File: config.mk
export PLATFORM = sky130hd
export DESIGN_NAME = shift_seq_ctrl
export DESIGN_NICKNAME = d
export VERILOG_FILES = /design/src/rtl/shift_ctrl_pkg.sv /design/src/rtl/shift_word_reg.sv /design/src/rtl/shift_seq_ctrl.sv
export SDC_FILE = /design/constraint.sdc
export NUM_CORES = 1
export LEC_CHECK = 0
export ABC_AREA = 1
export ABC_CLOCK_PERIOD_IN_PS = 3000
export BUFFER_PORTS_ARGS = -buffer_cell sky130_fd_sc_hd__buf_2
export CAP_MARGIN = 10
export CELL_PAD_IN_SITES_DETAIL_PLACEMENT = 0
export CELL_PAD_IN_SITES_GLOBAL_PLACEMENT = 1
export CORE_MARGIN = 10
export CORE_UTILIZATION = 42
export CTS_CLUSTER_SIZE = 16
export DETAILED_ROUTE_END_ITERATION = 10
export GPL_TIMING_DRIVEN = 0
export PLACE_DENSITY = 0.9
export REMOVE_ABC_BUFFERS = 1
export SYNTH_ARGS = -nofsm -noshare
export SYNTH_HDL_FRONTEND = slang
export SYNTH_HIERARCHICAL = 1
export SYNTH_SLANG_ARGS = --single-unit
File: constraint.sdc
create_clock -name clk -period 3 [get_ports clk]
set_input_delay 0.6 -clock clk [delete_from_list [all_inputs] [get_ports clk]]
set_output_delay 0.6 -clock clk [all_outputs]
set_load 0.01 [all_outputs]
File: src/rtl/shift_ctrl_pkg.sv
// Shared definitions for the shift-chain sequencer.
// Contents: the state encoding for the sequencer FSM and a ceil-log2
// helper that sizes the frame and gap counters.
package shift_ctrl_pkg;

  typedef enum logic [1:0] {
    ST_IDLE  = 2'd0,
    ST_SHIFT = 2'd1,
    ST_GAP   = 2'd2
  } state_t;

  // Returns ceil(log2(n)). The result is never below 1, so a counter
  // sized with it always has at least one bit.
  function automatic int clog2_min1(input int n);
    int r;
    r = 1;
    for (int i = 1; i < 31; i++) begin
      if ((1 << i) < n) r = i + 1;
    end
    return r;
  endfunction

endpackage

File: src/rtl/shift_word_reg.sv
// Parallel-load shift register. It is used once for the transmit word
// and once for the receive word.
// Ports:
//   clk, rst  : clock and synchronous active-high reset (q clears to 0)
//   load      : capture load_data; takes priority over shift
//   load_data : parallel word
//   shift     : shift one position and take sin into the vacated end
//   sin       : serial input
//   sout      : bit that leaves next (q[0] if LSB_FIRST, else q[WIDTH-1])
//   q         : register contents
module shift_word_reg
  import shift_ctrl_pkg::*;
#(
  parameter int WIDTH     = 10,
  parameter int LSB_FIRST = 0
) (
  input  logic             clk,
  input  logic             rst,
  input  logic             load,
  input  logic [WIDTH-1:0] load_data,
  input  logic             shift,
  input  logic             sin,
  output logic             sout,
  output logic [WIDTH-1:0] q
);

  always_ff @(posedge clk) begin
    if (rst) begin
      q <= '0;
    end else if (load) begin
      q <= load_data;
    end else if (shift) begin
      q <= (LSB_FIRST != 0) ? {sin, q[WIDTH-1:1]} : {q[WIDTH-2:0], sin};
    end
  end

  assign sout = (LSB_FIRST != 0) ? q[0] : q[WIDTH-1];

endmodule

File: src/rtl/shift_seq_ctrl.sv
// Sequencer for a serial shift chain. It accepts a parallel word over a
// valid/ready handshake and shifts it out over WIDTH cycles. During the
// same cycles it assembles the word returned from the chain tail. Each
// frame is followed by a GAP-cycle idle gap.
// Ports:
//   clk, rst                          : clock and synchronous active-high reset
//   load_valid, load_data, load_ready : word handshake (accepted when IDLE)
//   abort                             : terminate a frame in progress
//   ser_in                            : chain tail, sampled while shift_en=1
//   shift_en, ser_out                 : chain enable and head bit
//   busy                              : not IDLE
//   cap_valid, cap_data               : pulse and word for each completed frame
//   aborted                           : pulse for each aborted frame
//
// state    | meaning
// ---------+------------------------------------------------------------
// ST_IDLE  | waiting for load_valid; load_ready=1
// ST_SHIFT | shift_en=1, one bit out and one bit in per cycle
// ST_GAP   | forced idle gap of GAP cycles after a frame ends or aborts
module shift_seq_ctrl
  import shift_ctrl_pkg::*;
#(
  parameter int WIDTH     = 10,
  parameter int GAP       = 2,
  parameter int LSB_FIRST = 0
) (
  input  logic             clk,
  input  logic             rst,
  input  logic             load_valid,
  input  logic [WIDTH-1:0] load_data,
  output logic             load_ready,
  input  logic             abort,
  input  logic             ser_in,
  output logic             shift_en,
  output logic             ser_out,
  output logic             busy,
  output logic             cap_valid,
  output logic [WIDTH-1:0] cap_data,
  output logic             aborted
);

  localparam int CW = clog2_min1(WIDTH);
  localparam int GW = clog2_min1((GAP > 1) ? GAP : 2);
  localparam logic [CW-1:0] LAST_BIT = CW'(WIDTH - 1);
  localparam logic [GW-1:0] GAP_LOAD = GW'((GAP > 0) ? GAP - 1 : 0);

  state_t           state, state_nxt;
  logic [CW-1:0]    bit_cnt;
  logic [GW-1:0]    gap_cnt;
  logic             shifting, accept, do_abort, last_shift;
  logic             tx_sout;
  logic             rx_sout_unused;
  logic [WIDTH-1:0] tx_q_unused;
  logic [WIDTH-1:0] rx_q, rx_done;

  assign load_ready = (state == ST_IDLE);
  assign busy       = (state != ST_IDLE);
  assign shifting   = (state == ST_SHIFT);
  assign shift_en   = shifting;
  assign ser_out    = shifting & tx_sout;
  assign accept     = load_ready & load_valid;
  assign do_abort   = shifting & abort;
  // An abort on the final shift cycle suppresses the capture.
  assign last_shift = shifting & (bit_cnt == LAST_BIT) & ~abort;

  // rx word including this cycle's ser_in. On the last shift cycle this
  // is the finished word, one cycle before rx_q itself would hold it.
  assign rx_done = (LSB_FIRST != 0) ? {ser_in, rx_q[WIDTH-1:1]}
                                    : {rx_q[WIDTH-2:0], ser_in};

  shift_word_reg #(.WIDTH(WIDTH), .LSB_FIRST(LSB_FIRST)) u_tx (
    .clk       (clk),
    .rst       (rst),
    .load      (accept),
    .load_data (load_data),
    .shift     (shifting),
    .sin       (1'b0),
    .sout      (tx_sout),
    .q         (tx_q_unused)
  );

  shift_word_reg #(.WIDTH(WIDTH), .LSB_FIRST(LSB_FIRST)) u_rx (
    .clk       (clk),
    .rst       (rst),
    .load      (accept),
    .load_data ('0),
    .shift     (shifting),
    .sin       (ser_in),
    .sout      (rx_sout_unused),
    .q         (rx_q)
  );

  always_comb begin
    state_nxt = state;
    case (state)
      ST_IDLE:  if (load_valid) state_nxt = ST_SHIFT;
      ST_SHIFT: if (abort || (bit_cnt == LAST_BIT))
                  state_nxt = (GAP == 0) ? ST_IDLE : ST_GAP;
      ST_GAP:   if (gap_cnt == '0) state_nxt = ST_IDLE;
      default:  state_nxt = ST_IDLE;
    endcase
  end

  always_ff @(posedge clk) begin
    if (rst) begin
      state     <= ST_IDLE;
      bit_cnt   <= '0;
      gap_cnt   <= '0;
      cap_valid <= 1'b0;
      aborted   <= 1'b0;
      cap_data  <= '0;
    end else begin
      state     <= state_nxt;
      cap_valid <= last_shift;
      aborted   <= do_abort;
      if (accept || do_abort) begin
        bit_cnt <= '0;
      end else if (shifting) begin
        bit_cnt <= bit_cnt + CW'(1);
      end
      // Preloaded outside GAP so that the gap lasts exactly GAP cycles.
      if (state != ST_GAP) begin
        gap_cnt <= GAP_LOAD;
      end else if (gap_cnt != '0) begin
        gap_cnt <= gap_cnt - GW'(1);
      end
      if (last_shift) begin
        cap_data <= rx_done;
      end
    end
  end

endmodule
# Word level (Yosys, flattened, before mapping)
# Cells that the tools add are included.
# totals
in_bits	15
elab_cells	39
regBits	38
# op_classes
eq_ne	7
add_sub_neg	2
reduce_logical	8
n_mux	8
bitwise	6
# op_table
op	count
$mux W10	2
$mux W2	3
$ne A2 B2 Y1 const B	3
$pmux W2 S3	1
$and A1 B1 Y1	5
$add A4 B1 Y4 const B	1
$eq A4 B4 Y1 const B	1
$reduce_bool A2 Y1	2
$reduce_or A2 Y1	2
$reduce_and A3 Y1	1
$eq A2 B1 Y1 const B	1
$eq A2 B2 Y1 const B	1
$logic_not A2 Y1	1
$logic_or A1 B1 Y1	2
$mux W1	2
$ne A2 B1 Y1 const B	1
$not A1 Y1	1
$sub A1 B1 Y1 const B	1

# Depth between registers and ports, before layout
# Gate-level depths: netlist (run 1).
# logic_depth
word_depth	4
ltp_mapped	8

# Modules after synthesis
# The synthesis (run 1) kept the hierarchy.
# by_module_without_submodules
module	seq_area_each_um2	area_per_inst_um2	instances	cells_each
shift_word_reg	200.2	504.2	2	78
shift_seq_ctrl	380.4	854.6	1	113

# Least setup slack after synthesis (run 1)
# No wires, ideal clock.
# synth_path
path_kind	reg-to-reg
from	reg state[0]
to	reg u_rx.q[0]
t_arrival_ps	1354
period_less_slack_ps	1463
stages_incl_launch_ff	9
slack_ps	1537
setup_ps	109
required_ps	2891
path_cell_list	dfxtp_1 > nor2_1 > nand2_1 > inv_1 > inv_2 > nand3_1 > nand3_1 > nand2_1 > inv_1
# synth_via
elab_chain_len	3
word_cells_on_any_way	4
cone_classes	eq/ne (1); bitwise (1); reduce/logical (2)
# synth_rtl
item	line_no	text
start, declared	shift_seq_ctrl.sv:47	state_t state, state_nxt;
start signal, assigned	shift_seq_ctrl.sv:113	state <= state_nxt;
$logic_not A2 Y1	shift_seq_ctrl.sv:56	assign load_ready = (state == ST_IDLE);
net load_ready	shift_seq_ctrl.sv:31	output logic load_ready,
$and A1 B1 Y1	shift_seq_ctrl.sv:61	assign accept = load_ready & load_valid;
net accept	shift_seq_ctrl.sv:50	logic shifting, accept, do_abort, last_shift;
$reduce_or A2 Y1 (no line)	n/a	
end signal, assigned	shift_word_reg.sv:31	q <= load_data;
end signal, assigned	shift_word_reg.sv:33	q <= (LSB_FIRST != 0) ? {sin, q[WIDTH-1:1]} : {q[WIDTH-2:0], sin};
end, declared	shift_word_reg.sv:24	output logic [WIDTH-1:0] q
# The timed path passes the listed nets, and every way through them passes these cells.
# A chain may end at the register's enable or synchronous reset.

# Final worst setup path (run 1)
# layout_path
from	reg state[0]
to	out shift_en
# layout_via
elab_chain_len	1
# layout_rtl
item	line_no	text
$eq A2 B1 Y1	shift_seq_ctrl.sv:58	assign shifting = (state == ST_SHIFT);
end, declared	shift_seq_ctrl.sv:34	output logic shift_en,
# Every way passes these cells.

==> impl_results.md, run 1 <==
- Worst Hold Depth: 2
- TritonCTS clock tree: done
- Post-route ant nets: 0
- Max IR drop VDD: 0.2683 mV
- GRT Overall Usage: 0.1090
- Diodes inserted: 0
- Vias in the first global route: 1518
- Initial Util: 0.4412
- Synthesized area: 1803 sq um
- Share of power burned in registers: 0.434
- DRT iter0 DRCs: 91
- Clock-pin slew on the worst setup and hold paths: 70 ps
- Cell Area, Placed: a little under 2000 sq um
- Final hold slack: 463.4 ps
- R2R depth: 8
- DIE HEIGHT: between 80 and 90 um
- Worst Path Max Fanout: 26
- Warnings, synthesis: 6
- Via count: 1594
- RSZ-0062 raised after global routing: false
- Gr ovfl total: 0
- DR WL/cell: 10.62 um
- Global-route wire length before repair: between 6000 and 7000 um
- Switching share of total power: 0.2560
- Worst-Margin Slew: 848.1 ps
- I/O pin total: 31
- Clk_skew: 3.033 ps
- Worst EP arrival: 1430 ps
- Post-route cell area: 2125 sq um
- HP Class: reg2reg
- Headroom to the max-slew limit: 0.4340
- DR pass1 iterations: 4
- Status: finished clean
- Layout cells sized above 1: 0.1661
- Worst EP required: 2400 ps
- Port buffer count: 30
- Die width: 85.52 um
- Drt drc: 0
- Die area: approximately 7300 sq um
- Clock Tree Buf Depth: 2
- CORE AREA: 4086 sq um
- Mapped Cells: 260
- Logic gate share of total power: 0.149
- Setup TNS Final: 0 ps
- Crit Path Category: reg2out
- Hold Vio Cnt, Final: 0
- Drt total wl: 3727 um
- Most common cell after layout, fill and taps aside: nand2_1
- CP Launch Type: flop
- Vias per cell: 4.541
- Post-CTS Setup Inserts: 0
- Max Fclk: 493.4 MHz
- Final min period: between 2000 and 2500 ps
- Row count: 23
- Crit. End Element: output port
- CTS root buffer: clkbuf_8
- Final #Nets: 317
- LEAKAGE: around 1.1 nW
- CTS Hold Bufs: 0
- Internal Power: 956.8 uW
- Max-slew violation count: 0
- Most frequent cells in the layout: nand2_1, dfxtp_1, nand3_1
- Post-DP HPWL: 2605 um
- GPL Wtd Cong: around 0.75
- Sw Pwr: 329.3 uW
- Finish-stage setup viols: 0
- P per Cell Area: 605.3 nW/um^2
- Max-cap violations: 0
- PostCTS Resize Cnt: 0
- Mapped Avg Cell Area: 6.935 sq um
- Clock power frac: 0.417
- Final Cycle Share: 0.6756
- Htree depth: 2
- CTS Sinks: 38
- TritonCTS Buffers: 5
- Clk_lat worst skew: 290 ps
- Initial antenna violation count: 0
- Layout area overhead: 17.83%
- Largest net degree at the start of global routing: 27
[state kept, by name (all words and copies together), names as in the netlist]
name / flops
aborted: 1
bit_cnt: 4
cap_data: 10
cap_valid: 1
gap_cnt: 1
state: 2
u_rx/q: 9
u_tx/q: 10
[metrics by stage]
step | std cells | setup WS [ps] | power [mW] | utilization
after floorplan | 263 | 1280 | 0.7064 | -
after global placement | 343 | 906.9 | 0.7614 | 0.4850
after global routing | 351 | 765.6 | 1.359 | 0.5199
after CTS | 351 | 950.3 | 1.303 | 0.5199
after detailed placement | 343 | 894.1 | 0.7631 | 0.4850
final | 351 | 973.3 | 1.286 | 0.5199
[layout make-up]
class                      count  area, sq um
timing repair buffer          30        150.1
inverter                      36        135.1
tap                           50        62.56
clock buffer                   6        82.58
sequential                    38        760.7
multi-input combinational    189        873.3
fill                         424         1962
clock inverter                 2        60.06
[power groups by stage]
| stage | Combinational, mW | Sequential [mW] | Clock [mW] |
|---|---|---|---|
| global route | 0.224 | 0.562 | 0.574 |
| detailed placement | 0.193 | 0.570 | 0 |
| floorplan | 0.142 | 0.564 | 0 |
| finish | 0.191 | 0.558 | 0.537 |
| global placement | 0.192 | 0.569 | 0 |
| CTS | 0.194 | 0.558 | 0.551 |
[routing by layer]
metal | up-vias | global-route usage | share of wire
met5 | - | 0 | 0
met2 | 32 | 0.1751 | 0.44
met3 | 6 | 0.03974 | 0.061
met1 | 687 | 0.1264 | 0.48
met4 | 0 | 0.04940 | 0.019
li1 | 869 | - | -
[critical path, cell delays in order (launching register included)]
cell     delay, ps
dfxtp_1        400
nand2_4        120
inv_2          380
buf_2          220
[worst paths after layout]
check | from | end | slack (ps)
hold / removal | cap_data[9]$_SDFFE_PP0P_ | cap_data[9]$_SDFFE_PP0P_ | 460
setup / recovery | state[0]$_SDFFE_PP0P_ | shift_en | 970
hold reg to reg | cap_data[9]$_SDFFE_PP0P_ | cap_data[9]$_SDFFE_PP0P_ | 460
setup reg to reg | state[0]$_SDFFE_PP0P_ | u_tx/q[1]$_SDFFE_PP0P_ | 1030
No activity file was read; power rests on OpenSTA's default activity.
==> run 2, diff against run 1 <==
ABC_AREA = 0   (was 1)
ABC_CLOCK_PERIOD_IN_PS = 1800   (was 3000)
CORE_UTILIZATION = 38   (was 42)
PLACE_DENSITY = 0.81   (was 0.9)
clock period = 1.8 ns   (was 3 ns; I/O delays follow)
==> impl_results.md, run 2 <==
- Setup slack after layout: 155.5 ps
- Fillcell total: 421
- Endpoint, Worst Hold: cap_data[0]$_SDFFE_PP0P_
- Hold Vio Cnt, Final: 0
- Warnings, synthesis: 6
- Reg-to-reg slack, setup: 160 ps
- Worst EP arrival: 1280 ps
- Htree depth: 2
- Clock-pin slew on the worst setup and hold paths: 70 ps
- Worst Path Max Fanout: 6
- DIE HEIGHT: a little under 90 um
- Final min period: approximately 1600 ps
- Post-route ant nets: 0
- Layout area overhead: 18.35%
- Drt total wl: 3643 um
- Worst EP required: 1440 ps
- Layout cells sized above 1: 0.3010
- Synthesized area: 1739 sq um
- Slowest stage cell, crit path: dfxtp_1
- Finish-stage setup viols: 0
- Die area: 7683 sq um
- DRT iter0 DRCs: between 50 and 60
- Vias in the first global route: approximately 1300
- Port buffer count: 30
- GPL Wtd Cong: 0.7202
- Initial antenna violation count: 0
- Reg2reg end: u_rx/q[0]$_SDFFE_PP0P_
- Biggest regs: cap_data (10), u_tx/q (10), u_rx/q (9)
- GRT Overall Usage: 0.09919
- Mapped Cells: 166
- Max-cap violations: 0
- Multi-input gate area: roughly 900 sq um
- CP Launch Type: flop
- Diodes inserted: 0
- CTS Sinks: 38
- Most common cell after layout, fill and taps aside: dfxtp_1
- Crit. End Element: output port
- Setup WS pre-CTS: -703.5 ps
- Die width: a little under 90 um
- CTS Hold Bufs: 0
- Register area: 760.7 sq um
- CTS root buffer: clkbuf_8
- HP Class: in2reg
- Max IR drop VDD: 0.5205 mV
- Hold wc startpoint: ser_in
- Max-slew violation count: 0
- DR WL/cell: 14.12 um
- Largest net degree at the start of global routing: 26
- Initial Util: 0.3967
- Drt drc: 0
- Post-DP HPWL: 2300 um
- Row count: 24
- Worst R2R Start: state[1]$_SDFFE_PP0P_
- Crit Path Category: reg2out
- Global-route wire length before repair: a little over 6000 um
- R2R depth: 5
- TritonCTS Buffers: 5
- RSZ-0062 raised after global routing: false
- Final Cycle Share: 0.9136
- CP max stage delay: 400 ps
- CP cell instances: nand2b_4 > clkinvlp_4 > and2_1 > buf_2
- Gr ovfl total: 0
- Clk_lat worst skew: approximately 290 ps
- Final #Nets: about 220
- Worst path top cell family by delay: flip-flops
- Headroom to the max-slew limit: 0.5766
- Setup TNS Final: 0 ps
- Mapped Avg Cell Area: between 10 and 15 sq um
- Max Fclk: 608.1 MHz
- Worst-Margin Slew: 634.3 ps
- DR pass1 iterations: 4
- Status: finished clean
- LEAKAGE: between 0.8 and 0.9 nW
- Clk_skew: 5.736 ps
- P per Cell Area: 865.3 nW/um^2
- Total power: 1.781 mW
- TritonCTS clock tree: done
- I/O pin total: 31
- Via count: between 1000 and 1500
- Vias per cell: 5.081
- WP buf/inv: 2
- Worst Hold Depth: 2
- Most frequent cells in the layout: dfxtp_1, buf_2, mux2i_1, a211oi_1, nor2b_1
- Clock Tree Buf Depth: 2
- CORE AREA: 4384 sq um
[run 2: final cells by class]
class | instances | share of cell area
tap | 52 | 0.03161
timing repair buffer | 34 | 0.08754
timing repair inverter | 1 | 0.003647
clock inverter | 1 | 0.002432
clock buffer | 7 | 0.04195
sequential | 38 | 0.3696
inverter | 7 | 0.01824
multi-input combinational | 118 | 0.4450
[run 2: worst max-delay path by stage]
| stage | from | endpoint | slack [ps] | cells past startpoint |
|---|---|---|---|---|
| CTS | state[0]$_SDFFE_PP0P_ | u_tx/q[0]$_SDFFE_PP0P_ | 120 | 4 |
| global placement | state[1]$_SDFFE_PP0P_ | ser_out | -720 | 4 |
| global route | state[1]$_SDFFE_PP0P_ | u_rx/q[0]$_SDFFE_PP0P_ | 6 | 5 |
| detailed placement | state[0]$_SDFFE_PP0P_ | ser_out | -700 | 4 |
| finish | state[1]$_SDFFE_PP0P_ | ser_out | 160 | 4 |
| floorplan | state[0]$_SDFFE_PP0P_ | ser_out | -280 | 3 |
[run 2: report_power, final]
part | leakage [nW] | internal (mW) | switching [mW]
clock network | 0.0482 | 0.309 | 0.293
registers | 0.312 | 0.892 | 0.0357
logic | 0.496 | 0.113 | 0.138
total | 0.856 | 1.31 | 0.467
[run 2: routing by layer]
metal	GRT usage	wire, um
met1	0.1249	1812
met3	0.03714	219
met5	0	0
met2	0.1475	1548
met4	0.04348	63
[run 2: repair_timing]
| item | CTS | global route |
|---|---|---|
| gates resized for setup | 5 | 3 |
| setup endpoints to repair | 23 | 19 |
| cloned | 1 | 0 |
| setup buffers | 4 | 0 |
[run 2: per-stage QoR]
stage          cells  hold WS (ps)  instance area, sq um    util
6_report         258         311.0                  2058  0.4695
4_1_cts          258         305.8                  2049  0.4675
3_3_place_gp     245         441.0                  1908  0.4352
5_1_grt          258         308.7                  2058  0.4695
3_5_place_dp     245         451.6                  1908  0.4352
2_1_floorplan    163         432.3                  1693       -
==> run 3, diff against run 2 <==
CORE_MARGIN = 3   (was 10)
==> impl_results.md, run 3 (synthesis results as in run 2) <==
- Cell Area, Placed: 1906 sq um
- Clock-pin slew on the worst setup and hold paths: approximately 70 ps
- DIE HEIGHT: ~74 um
- Setup WS pre-CTS: -697.8 ps
- Layout area overhead: 18.63%
- Status: finished clean
- P per Cell Area: 861.9 nW/um^2
- Max Fclk: 593.5 MHz
- CORE AREA: 4202 sq um
- Gr ovfl total: 0
- Post-DP HPWL: 2132 um
- HP Class: in2reg
- Initial Util: 0.4139
- Max IR drop VDD: 0.4191 mV
- Clk_lat worst skew: 290 ps
- Worst EP arrival: 1900 ps
- Initial antenna violation count: 0
- Vias in the first global route: around 1200
- Via count: 1320
- Sw Pwr: 461.8 uW
- Finish-stage setup viols: 0
- TritonCTS clock tree: done
- Worst-Margin Slew: 650.8 ps
- Diodes inserted: 0
- Post-route cell area: approximately 2100 sq um
- CTS Sinks: 38
- Max-cap violations: 0
- DR pass1 iterations: 4
- Crit. End Element: flop
- DRT iter0 DRCs: 58
- Slowest stage cell, crit path: dfxtp_1
- Post-route ant nets: 0
- Final Cycle Share: 0.9360
- Vias per cell: between 5 and 6
- Top cell by count, worst path: buf_4
- Port buffer count: 30
- Hold Vio Cnt, Final: 0
- Clk_skew: 3.331 ps
- Headroom to the max-slew limit: 0.5656
- Switching share of total power: 0.2597
- Logic gate share of total power: 0.143
- Global-route wire length before repair: 5733 um
- Die area: between 5000 and 6000 sq um
- Crit Path Category: reg2reg
- Row count: 23
- CP max stage delay: 490 ps
- Biggest regs: cap_data (10), u_tx/q (10), u_rx/q (9)
- Die width: ~74 um
- Layout cells sized above 1: 0.3043
- Internal Power: 1.317 mW
- CP cell instances: nand2b_4 > buf_4 > buf_4 > nor3_4 > mux2i_1
- LEAKAGE: 0.8609 nW
- Drt total wl: approximately 3500 um
- RSZ-0062 raised after global routing: false
- TritonCTS Buffers: 5
- Setup slack after layout: ~120 ps
- I/O pin total: 31
- Drt drc: 0
- DR WL/cell: 13.81 um
- Htree depth: 2
- Worst EP required: 2020 ps
- CTS root buffer: clkbuf_8
- Max-slew violation count: 0
- Most frequent cells in the layout: dfxtp_1, buf_2, mux2i_1, a211oi_1, nor2b_1
- Most common cell after layout, fill and taps aside: dfxtp_1
- GPL Wtd Cong: 0.7099
- Final #Nets: between 200 and 250
- Worst Path Max Fanout: 11
- CP Launch Type: flop
- Largest net degree at the start of global routing: 26
- Clock power frac: 0.335
- Share of power burned in registers: 0.522
- Final hold slack: between 300 and 400 ps
- GRT Overall Usage: 0.1415
- Final min period: 1685 ps
- Clock Tree Buf Depth: 2
## run 3: area by class of cell
type                    instances  area, sq um
repair inverters                1        7.507
flip-flops and latches         38        760.7
well taps                      50        62.56
repair buffers                 35        187.7
clock inverters                 1        5.005
inverters                       7        37.54
fillers                       406         2138
clock buffers                   7        86.33
multi-input cells             118        915.9
## run 3: worst paths after layout
path,end,slack [ps],depth (start not counted),startpoint
min,cap_data[0]$_SDFFE_PP0P_,310,2,ser_in
max reg2reg,cap_data[9]$_SDFFE_PP0P_,120,5,state[0]$_SDFFE_PP0P_
min reg2reg,state[1]$_SDFFE_PP0P_,460,1,gap_cnt$_SDFF_PP0_
max,cap_data[9]$_SDFFE_PP0P_,120,5,state[0]$_SDFFE_PP0P_
## run 3: repair_timing
item | 4_1_cts | 5_1_grt
hold endpoints to repair | 0 | 0
gates cloned | 1 | 0
setup buffers | 5 | 0
resized for setup | 5 | 3
setup endpoints to repair | 23 | 19
hold buffers | 0 | 0
## run 3: per-layer routing
layer | GRT usage | routed length [um]
met5 | 0 | 0
met4 | 0.06640 | 61
met3 | 0.04788 | 208
met2 | 0.1978 | 1457
met1 | 0.1940 | 1822
## run 3: per-stage QoR
stage	cells	setup TNS (ps)	total power, mW	util
2_1_floorplan	163	-2499	1.098	-
3_3_place_gp	243	-11670	1.172	0.4535
3_5_place_dp	243	-11300	1.174	0.4535
4_1_cts	257	0	1.795	0.4890
5_1_grt	257	0	1.863	0.4911
6_report	257	0	1.778	0.4911
## run 3: worst max-delay path: cells and delay by family, from the launching register on
family,cells,cell delay (ps)
mux,1,230
flops,1,490
simple gates,2,520
buf+inv,2,350
## run 3: power by group through the flow
stage / clock network, mW / logic (mW) / registers (mW)
6_report: 0.595 / 0.255 / 0.928
5_1_grt: 0.649 / 0.281 / 0.933
4_1_cts: 0.615 / 0.252 / 0.927
3_5_place_dp: 0 / 0.229 / 0.945
3_3_place_gp: 0 / 0.228 / 0.944
2_1_floorplan: 0 / 0.162 / 0.936
